File: config.mk
export PLATFORM = sky130hd
export DESIGN_NAME = dc_bridge_ctrl_flat
export DESIGN_NICKNAME = d
export VERILOG_FILES = /design/src/rtl/dc_motor_pkg.sv /design/src/rtl/dc_bridge_ctrl_if.sv /design/src/rtl/bridge_dead_timer.sv /design/src/rtl/dc_bridge_ctrl.sv /design/src/flat_wrapper.sv
export SDC_FILE = /design/constraint.sdc
export NUM_CORES = 1
export LEC_CHECK = 0
export CAP_MARGIN = 20
export CORE_MARGIN = 2
export CORE_UTILIZATION = 48
export DETAILED_ROUTE_END_ITERATION = 12
export MAX_ROUTING_LAYER = met4
export PLACE_DENSITY = 0.74
export SYNTH_ARGS = -nofsm -noshare
export SYNTH_HDL_FRONTEND = slang
export SYNTH_SLANG_ARGS = --single-unit
File: constraint.sdc
create_clock -name clk -period 1.7 [get_ports clk]
set_input_delay 0.17 -clock clk [delete_from_list [all_inputs] [get_ports clk]]
set_output_delay 0.17 -clock clk [all_outputs]
set_load 0.02 [all_outputs]
File: src/rtl/dc_motor_pkg.sv
// Shared definitions for the DC motor bridge: state encoding, direction constants and output decode.
// The FAULT state exists only when DC_BRIDGE_FAULT_EN is defined.
package dc_motor_pkg;

  localparam logic        DIR_FWD           = 1'b1;
  localparam logic        DIR_REV           = 1'b0;
  localparam int unsigned DEAD_TIME_CYC_DEF = 1000;

  typedef enum logic [2:0] {
    ST_IDLE    = 3'd0,
    ST_DEAD    = 3'd1,
    ST_RUN_FWD = 3'd2,
    ST_RUN_REV = 3'd3,
`ifdef DC_BRIDGE_FAULT_EN
    ST_BRAKE   = 3'd4,
    ST_FAULT   = 3'd5
`else
    ST_BRAKE   = 3'd4
`endif
  } state_e;

  typedef struct packed {
    logic in1;
    logic in2;
    logic ena;
  } drive_t;

  // Pin levels for a state; the PWM only reaches ena in the two RUN states.
  function automatic drive_t drive_decode(input state_e st, input logic pwm);
    drive_t d;
    d = '0;
    case (st)
      ST_RUN_FWD: d = '{in1: 1'b1, in2: 1'b0, ena: pwm};
      ST_RUN_REV: d = '{in1: 1'b0, in2: 1'b1, ena: pwm};
      ST_BRAKE:   d = '{in1: 1'b1, in2: 1'b1, ena: 1'b1};
      default:    d = '0;
    endcase
    return d;
  endfunction

endpackage

File: src/rtl/dc_bridge_ctrl_if.sv
// Control and pin bundle between the motor controller and the H-bridge sequencer.
// fault_n / fault are present only when DC_BRIDGE_FAULT_EN is defined.
interface dc_bridge_ctrl_if;
  logic enable;
  logic pwm_in;
  logic dir_req;
  logic brake_req;
  logic in1;
  logic in2;
  logic ena;
  logic dir_state;
  logic busy;
`ifdef DC_BRIDGE_FAULT_EN
  logic fault_n;
  logic fault;

  modport master (
    output enable, pwm_in, dir_req, brake_req, fault_n,
    input  in1, in2, ena, dir_state, busy, fault
  );
  modport slave (
    input  enable, pwm_in, dir_req, brake_req, fault_n,
    output in1, in2, ena, dir_state, busy, fault
  );
`else
  modport master (
    output enable, pwm_in, dir_req, brake_req,
    input  in1, in2, ena, dir_state, busy
  );
  modport slave (
    input  enable, pwm_in, dir_req, brake_req,
    output in1, in2, ena, dir_state, busy
  );
`endif
endinterface

File: src/rtl/bridge_dead_timer.sv
// Dead-time counter: zeroed on DEAD entry, counts while DEAD is held, cleared on exit.
// done flags the last dead cycle; the count saturates instead of wrapping.
module bridge_dead_timer
  import dc_motor_pkg::*;
#(
  parameter int unsigned DEAD_TIME_CYC = DEAD_TIME_CYC_DEF
) (
  input  logic clk,
  input  logic rst,
  input  logic i_start,
  input  logic i_hold,
  output logic o_done
);

  localparam int unsigned CNT_W = $clog2(DEAD_TIME_CYC + 1);
  localparam logic [CNT_W-1:0] CNT_SAT  = CNT_W'(DEAD_TIME_CYC);
  localparam logic [CNT_W-1:0] CNT_LAST = CNT_W'(DEAD_TIME_CYC - 1);

  logic [CNT_W-1:0] r_cnt;

  always_ff @(posedge clk or negedge rst) begin
    if (!rst) begin
      r_cnt <= '0;
    end else if (i_start) begin
      r_cnt <= '0;
    end else if (i_hold) begin
      if (r_cnt != CNT_SAT) r_cnt <= r_cnt + CNT_W'(1);
    end else begin
      r_cnt <= '0;
    end
  end

  assign o_done = (r_cnt == CNT_LAST);

endmodule

File: src/rtl/dc_bridge_ctrl.sv
// H-bridge sequencer: direction/brake FSM with enforced all-off dead time and registered pin decode.
// Define DC_BRIDGE_FAULT_EN to add the synchronized overcurrent input and the latching FAULT state.
module dc_bridge_ctrl
  import dc_motor_pkg::*;
#(
  parameter int unsigned CLK_FREQ      = 100_000_000,
  parameter int unsigned DEAD_TIME_CYC = DEAD_TIME_CYC_DEF
) (
  input logic             clk,
  input logic             rst,
  dc_bridge_ctrl_if.slave bus
);

  generate
    if (CLK_FREQ == 0 || DEAD_TIME_CYC < 1 || DEAD_TIME_CYC > (1 << 20)) begin : g_cfg_err
      $error("dc_bridge_ctrl: DEAD_TIME_CYC must be 1..2^20 and CLK_FREQ nonzero");
    end
  endgenerate

  state_e r_state;
  state_e w_state_nxt;
  drive_t w_drive;
  logic   w_dead_done;
  logic   w_dead_start;
  logic   w_dead_hold;

  logic   r_in1;
  logic   r_in2;
  logic   r_ena;
  logic   r_dir_state;
  logic   r_busy;

`ifdef DC_BRIDGE_FAULT_EN
  logic   r_fault_s1;
  logic   r_fault_s2;
  logic   r_fault;

  // Overcurrent pin is asynchronous to clk; idles high (no fault) out of reset.
  always_ff @(posedge clk or negedge rst) begin
    if (!rst) begin
      r_fault_s1 <= 1'b1;
      r_fault_s2 <= 1'b1;
    end else begin
      r_fault_s1 <= bus.fault_n;
      r_fault_s2 <= r_fault_s1;
    end
  end
`endif

  always_ff @(posedge clk or negedge rst) begin
    if (!rst) r_state <= ST_IDLE;
    else      r_state <= w_state_nxt;
  end

  always_comb begin
    w_state_nxt = r_state;
    unique case (r_state)
      ST_IDLE: begin
        if (bus.enable) w_state_nxt = ST_DEAD;
      end
      ST_DEAD: begin
        if (bus.brake_req)
          w_state_nxt = ST_BRAKE;
        else if (w_dead_done)
          w_state_nxt = (bus.dir_req == DIR_FWD) ? ST_RUN_FWD : ST_RUN_REV;
      end
      ST_RUN_FWD, ST_RUN_REV: begin
        if (bus.brake_req)
          w_state_nxt = ST_BRAKE;
        else if (bus.dir_req != r_dir_state)
          w_state_nxt = ST_DEAD;
      end
      ST_BRAKE: begin
        if (!bus.brake_req) w_state_nxt = ST_DEAD;
      end
`ifdef DC_BRIDGE_FAULT_EN
      ST_FAULT: begin
        if (!bus.enable && r_fault_s2) w_state_nxt = ST_IDLE;
      end
`endif
      default: w_state_nxt = ST_IDLE;
    endcase

    // Overrides in rising priority: coast on disable, then a latched fault beats everything.
`ifdef DC_BRIDGE_FAULT_EN
    if (!bus.enable && r_state != ST_FAULT) w_state_nxt = ST_IDLE;
    if (!r_fault_s2) w_state_nxt = ST_FAULT;
`else
    if (!bus.enable) w_state_nxt = ST_IDLE;
`endif
  end

  assign w_dead_start = (w_state_nxt == ST_DEAD) && (r_state != ST_DEAD);
  assign w_dead_hold  = (w_state_nxt == ST_DEAD) && (r_state == ST_DEAD);

  bridge_dead_timer #(
    .DEAD_TIME_CYC (DEAD_TIME_CYC)
  ) u_dead_timer (
    .clk     (clk),
    .rst     (rst),
    .i_start (w_dead_start),
    .i_hold  (w_dead_hold),
    .o_done  (w_dead_done)
  );

  // Pins are decoded from the next state so they change on the same edge as r_state.
  assign w_drive = drive_decode(w_state_nxt, bus.pwm_in);

  always_ff @(posedge clk or negedge rst) begin
    if (!rst) begin
      r_in1       <= 1'b0;
      r_in2       <= 1'b0;
      r_ena       <= 1'b0;
      r_busy      <= 1'b0;
      r_dir_state <= DIR_FWD;
    end else begin
      r_in1  <= w_drive.in1;
      r_in2  <= w_drive.in2;
      r_ena  <= w_drive.ena;
      r_busy <= (w_state_nxt == ST_DEAD);
      if (w_state_nxt == ST_RUN_FWD)      r_dir_state <= DIR_FWD;
      else if (w_state_nxt == ST_RUN_REV) r_dir_state <= DIR_REV;
    end
  end

  assign bus.in1       = r_in1;
  assign bus.in2       = r_in2;
  assign bus.ena       = r_ena;
  assign bus.busy      = r_busy;
  assign bus.dir_state = r_dir_state;

`ifdef DC_BRIDGE_FAULT_EN
  always_ff @(posedge clk or negedge rst) begin
    if (!rst) r_fault <= 1'b0;
    else      r_fault <= (w_state_nxt == ST_FAULT);
  end

  assign bus.fault = r_fault;
`endif

endmodule

File: src/flat_wrapper.sv
// flat-port wrapper written by rule: the top's interface ports become plain ports
module dc_bridge_ctrl_flat import dc_motor_pkg::*;
#(
  parameter int unsigned CLK_FREQ      = 100_000_000,
  parameter int unsigned DEAD_TIME_CYC = DEAD_TIME_CYC_DEF
)
  (clk, rst, bus_enable, bus_pwm_in, bus_dir_req, bus_brake_req, bus_in1, bus_in2, bus_ena, bus_dir_state, bus_busy);
  dc_bridge_ctrl_if bus_i ();
  input logic clk;
  input logic rst;
  input wire logic [$bits(bus_i.enable)-1:0] bus_enable;
  input wire logic [$bits(bus_i.pwm_in)-1:0] bus_pwm_in;
  input wire logic [$bits(bus_i.dir_req)-1:0] bus_dir_req;
  input wire logic [$bits(bus_i.brake_req)-1:0] bus_brake_req;
  output wire logic [$bits(bus_i.in1)-1:0] bus_in1;
  output wire logic [$bits(bus_i.in2)-1:0] bus_in2;
  output wire logic [$bits(bus_i.ena)-1:0] bus_ena;
  output wire logic [$bits(bus_i.dir_state)-1:0] bus_dir_state;
  output wire logic [$bits(bus_i.busy)-1:0] bus_busy;
  assign bus_i.enable = bus_enable;
  assign bus_i.pwm_in = bus_pwm_in;
  assign bus_i.dir_req = bus_dir_req;
  assign bus_i.brake_req = bus_brake_req;
  assign bus_in1 = bus_i.in1;
  assign bus_in2 = bus_i.in2;
  assign bus_ena = bus_i.ena;
  assign bus_dir_state = bus_i.dir_state;
  assign bus_busy = bus_i.busy;
  dc_bridge_ctrl #(.CLK_FREQ(CLK_FREQ), .DEAD_TIME_CYC(DEAD_TIME_CYC)) u_core (.clk(clk), .rst(rst), .bus(bus_i));
endmodule
==> flow_metrics.tcl, run 1 <==
set metrics [dict create \
    portBuffers 10 \
    numCtsBuffers 3 \
    slew_headroom_pct 73.59 \
    core_area_mm2 0.001764 \
    wire_per_inst_um 13.16 \
    hold_path_class "in -> async" \
    routed_wl_um 1790 \
    synth-simple-area-share_pct 25.54 \
    syn_nets 94 \
    layout.nets 120 \
    status "completed" \
    antennaDiodeCount 0 \
    stdcell_count 136 \
    initial_core_util_pct 52.20 \
    cts_setup_buffers 0 \
    ys_warn_count 0 \
    io-pin-count 11 \
    gp_congestion 0.8430 \
    setup_viol 0 \
    muxShareOfSynthArea_pct 2.717 \
    cts_sinks 18 \
    yosysSeqAreaShare_pct 49.05 \
    fin_crit_ns 1.642 \
    clk_pin_slew_ns 0.09 \
    arrival_ns 1.47 \
    crit_fanout 3 \
    postSynthAreaPerCell_um2 10.71 \
    dr.pass1.iters 4 \
    synth_xor_area_share_pct 9.511 \
    path_class "reg -> out" \
    grt_pass1_vias 656 \
    vdd_drop_max_mv 0.4166 \
    cts_buffer_depth 2 \
    synth_top_family_by_area "simple AND/OR/NAND/NOR gates" \
    drt_iter0_drc 9 \
    final_common_cell "dfrtp_1" \
    tritoncts "yes" \
    final_cell_mix "17 x dfrtp_1, 12 x nor2_1, 11 x buf_4, 10 x clkdlybuf4s50_1, 7 x xnor2_1" \
    drv_slew 0 \
    design_area_mm2 0.001161 \
    endpoint "bus_dir_state" \
    synth.distinct_cells 33 \
    rr_startpoint "u_core.u_dead_timer.r_cnt[9]" \
    crit_chain "clkdlybuf4s50_1" \
    worst-path-stages 1 \
    ant_nets 0 \
    die_x_um 47.80 \
    vias 698 \
    clk_latency_ns 0.29 \
    critPathCaptureType "primary output" \
    drive_above_1_share_pct 22.52 \
    timing.critical_path.from "u_core.bus.dir_state" \
    hold_buffers 0 \
    regToRegSetupSlack_ns 0.10 \
    critPathLaunchType "flop" \
    antenna_found_initial 0 \
    cp_top_family "buffers and inverters" \
    syn_area_um2 920.9 \
    place_hpwl_um 1440 \
    rsz0062_at_grt "false" \
    rows 15 \
    grt_usage_pct 20.26 \
    cts_resized 0 \
    required_ns 1.53 \
    post-route-period-util_pct 96.59 \
    path_buf_inv 1 \
    critPathSlowestCell "clkdlybuf4s50_1" \
    finalSetupTns_ns 0 \
    fin_skew_ns 0.003191 \
    overflow 0 \
    power_density_mw_per_mm2 659.4 \
    drcViolationCount 0 \
    place_area_mm2 0.001135 \
    grt_max_degree 11 \
    finalHoldViolCount 0 \
    r2r_cells 5 \
    fin_util_pct 65.82 \
    h-tree-depth 1 \
    syn_inst 86 \
    worstMarginPinSlew_ns 0.3949 \
    nFillCells 160 \
    max_clock_freq_mhz 609.0 \
    power.leakage_nw 0.5148 \
    die_y_um 47.80 \
    worst_path_largest_cell_delay_ns 0.61 \
    fp.dieArea_mm2 0.002285 \
    synthAdderAreaFrac_pct 2.717 \
    area_growth_pct 26.09 \
    dp_cells 132 \
    root_buffer "clkbuf_4" \
    ys_ff_latch 18 \
    drv_cap 0 \
    r2r_end "u_core.bus.dir_state" \
    synth_compound_area_share_pct 7.880 \
    grt_pass1_wl_um 2884 \
    viasPerCell 5.132 \
]
-- logic make-up after synthesis --
family | after synthesis
AND/OR/NAND/NOR | 38
flip-flops | 18
AO/OA/AOI/OAI | 10
XOR/XNOR | 10
buffers and inverters | 6
multiplexers | 2
adder cells (fa/ha/maj) | 2
-- final cells by class --
cell class	count	area (um^2)	share of cell area (%)
multi-input cells	62	445.4	38.36
inverters	6	23.77	2.047
repair buffers	21	182.7	15.73
clock buffers	4	26.28	2.263
well taps	25	31.28	2.694
flip-flops and latches	18	451.7	38.90
-- worst min-delay path by stage --
stage	from	to	slack [ns]	depth (start not counted)
floorplan	rst	u_core.bus.busy	-0.13	0
global placement	rst	u_core.bus.ena	0.47	1
detailed placement	rst	u_core.bus.busy	0.49	1
CTS	rst	u_core.bus.busy	0.16	1
global route	rst	u_core.bus.ena	0.17	1
finish	rst	u_core.bus.busy	0.16	1
-- through the flow --
stage	total power [mW]	hold WS, ns	worst slack [ns]
floorplan	0.5055	-0.1256	0.09738
global placement	0.5560	0.4686	0.08054
detailed placement	0.5584	0.4901	0.07014
CTS	0.7830	0.1581	0.04277
global route	0.8074	0.1665	0.008097
finish	0.7656	0.1551	0.05789
-- synth_stat cells (all sizes together) --
master / instances / share of area [%]
a21o: 1 / 0.82
a21oi: 1 / 0.54
a22oi: 1 / 0.82
a31o: 1 / 0.95
and3: 3 / 2.3
clkinv: 1 / 0.54
dfrtp: 17 / 46
dfstp: 1 / 2.9
ha: 2 / 2.7
inv: 5 / 2.0
mux2: 1 / 1.6
mux2i: 1 / 1.1
nand2: 3 / 1.2
nand2b: 1 / 0.68
nand3: 3 / 2.2
nand3b: 1 / 0.82
nand4: 2 / 3.0
nand4b: 2 / 1.9
nor2: 12 / 4.9
nor2b: 2 / 1.4
nor3: 5 / 2.7
nor4: 1 / 2.3
o21ai: 4 / 2.2
o31ai: 1 / 0.82
o41ai: 1 / 1.8
or2: 1 / 0.68
or2b: 1 / 0.82
or3: 1 / 0.68
xnor2: 7 / 6.7
xor2: 3 / 2.9
-- routing by layer --
metal	global-route usage [%]	vias up	wire length, um
li1	-	343	-
met1	24.58	333	802
met2	30.93	16	873
met3	7.925	6	89
met4	6.486	0	24
met5	-	-	0
-- report_power, final --
group          internal [mW]  total [mW]  switching, mW
clock                 0.0914       0.217          0.125
combinational         0.0471      0.0964         0.0494
sequential             0.442       0.453         0.0108
-- state kept, by name, indices dropped and copies added, names as in the netlist --
name	cells
u_core.bus.in2	1
u_core.u_dead_timer.r_cnt	10
u_core.bus.busy	1
u_core.bus.in1	1
u_core.bus.ena	1
u_core.bus.dir_state	1
u_core.r_state	3
No activity file was read; power rests on OpenSTA's default activity.
==> run 2: changes to the inputs <==
Settings changed: CELL_PAD_IN_SITES_DETAIL_PLACEMENT set to 0, CELL_PAD_IN_SITES_GLOBAL_PLACEMENT set to 1, CORE_ASPECT_RATIO set to 1.5, CORE_UTILIZATION 48 to 38, CTS_CLUSTER_SIZE set to 8.
==> run 2 against run 1 <==
Effect of this change: core utilization is 14 points lower; first-iteration DRC count is 33% lower; routed wire length hardly changed; die area is 24% higher; sequential power hardly changed; global-route usage is 4.1 points lower; clock skew is 0.00087 ns lower; critical path type unchanged; maximum frequency is 1.1% higher.
==> flow_metrics.tcl, run 2 (synthesized netlist as in run 1, its figures left out) <==
set metrics [dict create \
    drt_iter0_drc 6 \
    die_x_um 44.20 \
    final_cell_mix "17 x dfrtp_1, 12 x nor2_1, 11 x buf_4, 10 x clkdlybuf4s50_1, 7 x xnor2_1" \
    fp.dieArea_mm2 0.002841 \
    largest_reg_flops 10 \
    cts_setup_buffers 0 \
    reg_top3 "u_core.u_dead_timer.r_cnt: 10 flops, u_core.r_state: 3 flops" \
    h-tree-depth 1 \
    switching_share_pct 24.53 \
    path_buf_inv 1 \
    path_class "reg -> out" \
    grt_pass1_wl_um 3284 \
    routed-wl-met3_um 41 \
    die_y_um 64.29 \
    drv_cap 0 \
    hold_buffers 0 \
    clk_latency_ns 0.29 \
    vdd_drop_max_mv 0.4000 \
    crit_fanout 3 \
    numCtsBuffers 3 \
    overflow 0 \
    area_growth_pct 26.36 \
    p_sw_mw 0.1886 \
    cp_top_family "buffers and inverters" \
    fin_crit_ns 1.624 \
    grt_usage_pct 16.14 \
    place_hpwl_um 1397 \
    pwr-share-clk_pct 28.5 \
    antennaDiodeCount 0 \
    wl_met1_um 774 \
    power.leakage_nw 0.5163 \
    drcViolationCount 0 \
    grt_max_degree 19 \
    setup_viol 0 \
    portBuffers 10 \
    post-route-period-util_pct 95.54 \
    rsz0062_at_grt "false" \
    largest-register "u_core.u_dead_timer.r_cnt" \
    crit_chain "clkdlybuf4s50_1" \
    place_area_mm2 0.001132 \
    critPathSlowestCell "clkdlybuf4s50_1" \
    grt_pass1_vias 773 \
    power_density_mw_per_mm2 660.9 \
    place_ws_ns -0.004299 \
    wire_per_inst_um 13.37 \
    top_layer "met4" \
    total_power_mw 0.7691 \
    layout.nets 120 \
    gp_congestion 0.8146 \
    finalSetupTns_ns 0 \
    clk_pin_slew_ns 0.10 \
    required_ns 1.53 \
    vias 699 \
    finalHoldViolCount 0 \
    ant_nets 0 \
    root_buffer "clkbuf_4" \
    max_clock_freq_mhz 615.7 \
    core_area_mm2 0.002260 \
    rows 21 \
    final_common_cell "dfrtp_1" \
    drv_slew 0 \
    worst_slack_ns 0.07586 \
    io-pin-count 11 \
    antenna_found_initial 0 \
    met2WireLength_um 940 \
    hold_path_class "in -> async" \
    cts_resized 0 \
    routed_wl_um 1791 \
    critPathCaptureType "primary output" \
    viasPerCell 5.216 \
    tritoncts "yes" \
    status "completed" \
    cts_buffer_depth 2 \
    internal-power_mw 0.5804 \
    drive_above_1_share_pct 23.42 \
    worstMarginPinSlew_ns 0.3031 \
    initial_core_util_pct 40.75 \
    arrival_ns 1.45 \
    fin_skew_ns 0.002317 \
    power_frac_seq_pct 58.9 \
    cts_sinks 18 \
    dr.pass1.iters 3 \
    design_area_mm2 0.001164 \
    comb_power_share_pct 12.6 \
    slew_headroom_pct 79.64 \
    critPathLaunchType "flop" \
    worst_path_largest_cell_delay_ns 0.60 \
]
[run 2: path summary, 6_finish.rpt]
| check | start | endpoint | slack, ns | cells after the start |
|---|---|---|---|---|
| hold reg to reg | u_core.u_dead_timer.r_cnt[9] | u_core.u_dead_timer.r_cnt[9] | 0.54 | 2 |
| setup reg to reg | u_core.u_dead_timer.r_cnt[4] | u_core.bus.dir_state | 0.15 | 5 |
| setup / recovery | u_core.bus.dir_state | bus_dir_state | 0.08 | 1 |
| min in group clk | bus_pwm_in | u_core.bus.ena | 0.46 | 2 |
| hold / removal | rst | u_core.bus.ena | 0.18 | 2 |
| max in group asynchronous | rst | u_core.bus.dir_state | 1.26 | 2 |
[run 2: per-layer routing]
metal  GRT usage [%]  vias to the layer above
met1           19.49                      339
li1                -                      345
met4           8.712                        0
met5               -                        -
met3           1.695                        4
met2           25.74                       11
[run 2: cell type report]
type | instances | area [um^2]
multi-input combinational | 62 | 450.4
fill | 213 | 1096
timing repair buffer | 21 | 182.7
inverter | 6 | 23.77
sequential | 18 | 451.7
tap | 23 | 28.78
clock buffer | 4 | 26.28
[run 2: power groups by stage]
| stage | Clock (mW) | Sequential, mW | Combinational [mW] |
|---|---|---|---|
| after floorplan | 0 | 0.469 | 0.0364 |
| after global placement | 0 | 0.461 | 0.0962 |
| after detailed placement | 0 | 0.462 | 0.0982 |
| after CTS | 0.226 | 0.453 | 0.0987 |
| after global routing | 0.251 | 0.456 | 0.110 |
| final | 0.219 | 0.453 | 0.0968 |
[run 2: through the flow]
stage                     std cells  hold WS (ns)  utilization, %
after floorplan                  86       -0.1256               -
after global placement          130        0.5148           50.11
after detailed placement        130        0.5138           50.11
after CTS                       134        0.1860           51.27
after global routing            134        0.2173           51.50
final                           134        0.1842           51.50
==> run 3: changes to the inputs <==
Settings changed: CELL_PAD_IN_SITES_DETAIL_PLACEMENT 0 to 1, CELL_PAD_IN_SITES_GLOBAL_PLACEMENT 1 to 2, CORE_UTILIZATION 38 to 31, PLACE_DENSITY 0.74 to 0.73.
==> run 3 against run 2 <==
Effect of this change: first-iteration DRC count down 17%; register-to-register slack worse by 0.03 ns; global-route usage decreased by 0.85 points; clock skew increased by 0.0028 ns; highest routed layer unchanged; largest cell class unchanged; worst setup slack improved by 0.035 ns; critical path depth is the same; sequential share of layout area is 1.3 points lower; final cell count up 12%; combinational power increased by 0.5%; clock power grew 45%; routed wire length rose by 17%; power increased by 13%.
==> flow_metrics.tcl, run 3 (synthesized netlist as in run 1, its figures left out) <==
set metrics [dict create \
    grt_pass1_vias 846 \
    worstMarginPinSlew_ns 0.3325 \
    hold_ws_ns 0.2329 \
    grt.met2_usage_pct 27.62 \
    largest_reg_flops 10 \
    viasPerCell 4.913 \
    h-tree-depth 1 \
    routed_wl_um 2094 \
    required_ns 1.53 \
    place_hpwl_um 1632 \
    met3_usage_pct 3.376 \
    hold_path_class "in -> async" \
    area_growth_pct 30.57 \
    cts_resized 0 \
    overflow 0 \
    reg_top3 "u_core.u_dead_timer.r_cnt: 10 flops, u_core.r_state: 3 flops" \
    crit_chain "clkdlybuf4s50_1" \
    setup_viol 0 \
    status "completed" \
    numCtsBuffers 3 \
    grtUsageMet1_pct 14.19 \
    portBuffers 10 \
    slew_headroom_pct 77.67 \
    wire_per_inst_um 13.96 \
    grt_busiest_layer "met2" \
    gp_congestion 0.7641 \
    antennaDiodeCount 0 \
    final_common_cell "dfrtp_1" \
    io-pin-count 11 \
    tritoncts "yes" \
    arrival_ns 1.42 \
    vdd_drop_max_mv 0.4516 \
    layout.nets 120 \
    max_clock_freq_mhz 629.4 \
    drv_cap 0 \
    initial_core_util_pct 31.94 \
    die_y_um 70.75 \
    fin_crit_ns 1.589 \
    ant_nets 0 \
    fin_skew_ns 0.005095 \
    vias 737 \
    grt_usage_pct 15.30 \
    largest-register "u_core.u_dead_timer.r_cnt" \
    path_buf_inv 1 \
    antenna_found_initial 0 \
    power_density_mw_per_mm2 722.1 \
    clk_latency_ns 0.26 \
    rsz0062_at_grt "false" \
    fp.dieArea_mm2 0.003431 \
    path_class "reg -> out" \
    dr.pass1.iters 2 \
    cp_top_family "buffers and inverters" \
    die_x_um 48.50 \
    crit_fanout 3 \
    place_area_mm2 0.001152 \
    design_area_mm2 0.001202 \
    critPathSlowestCell "clkdlybuf4s50_1" \
    drt_iter0_drc 5 \
    cts_setup_buffers 0 \
    worst_path_largest_cell_delay_ns 0.60 \
    finalHoldViolCount 0 \
    core_area_mm2 0.002883 \
    drv_slew 0 \
    fin_util_pct 41.71 \
    rows 24 \
    grt_pass1_wl_um 3767 \
    drcViolationCount 0 \
    root_buffer "clkbuf_8" \
    cts_sinks 18 \
    clk_pin_slew_ns 0.07 \
    drive_above_1_share_pct 23.42 \
    hold_buffers 0 \
    critPathCaptureType "primary output" \
    final_cell_mix "17 x dfrtp_1, 12 x nor2_1, 11 x buf_4, 10 x clkdlybuf4s50_1, 7 x xnor2_1" \
    cts_buffer_depth 2 \
    critPathLaunchType "flop" \
    post-route-period-util_pct 93.47 \
    finalSetupTns_ns 0 \
    grt_max_degree 19 \
    total_power_mw 0.8682 \
    power.leakage_nw 0.5252 \
]
==> run 3: cell types whose count changed in the layout (fill, tap and decap cells not counted) <==
cell,delta
clkbuf_4,-3
clkbuf_8,+3
==> run 3: cell type report <==
class	count	area [um^2]
Multi-Input combinational cell	62	450.4
Sequential cell	18	451.7
Clock buffer	4	45.04
Tap cell	39	48.80
Inverter	6	23.77
Timing Repair Buffer	21	182.7
Fill cell	337	1680
==> run 3: worst register-to-register path, stage by stage (launching register included) <==
cell and delay [ns]:
dfrtp_1 0.38, or2b_1 0.26, o41ai_2 0.35, nand3_2 0.15, clkinv_2 0.09, mux2_4 0.29
==> run 3: metrics by stage <==
step	cells	worst slack (ns)
after floorplan	86	0.09738
after global placement	146	0.02755
after detailed placement	146	0.01561
after CTS	150	0.05489
after global routing	150	0.04192
final	150	0.1111
==> run 3: worst paths after layout <==
path                                              startpoint                            to  slack, ns  cells past startpoint
worst max-delay path                    u_core.bus.dir_state                 bus_dir_state       0.11                      1
worst min-delay path                                     rst  u_core.u_dead_timer.r_cnt[6]       0.23                      2
worst max register to register  u_core.u_dead_timer.r_cnt[4]          u_core.bus.dir_state       0.12                      5
worst min register to register  u_core.u_dead_timer.r_cnt[9]  u_core.u_dead_timer.r_cnt[9]       0.55                      2
max in group asynchronous                                rst          u_core.bus.dir_state       1.21                      2
min in group clk                                  bus_pwm_in                u_core.bus.ena       0.50                      2
==> run 3: metal layers <==
layer  vias to the layer above  part of all wire [%]
met5                         -                     0
met4                         0                   3.1
met3                         5                   3.8
met2                        12                    56
met1                       373                    37
li1                        347                     -
==> run 3: where the power goes <==
part / internal, mW / switching (mW)
Sequential: 0.442 / 0.0112
Clock: 0.167 / 0.150
Combinational: 0.0460 / 0.0513
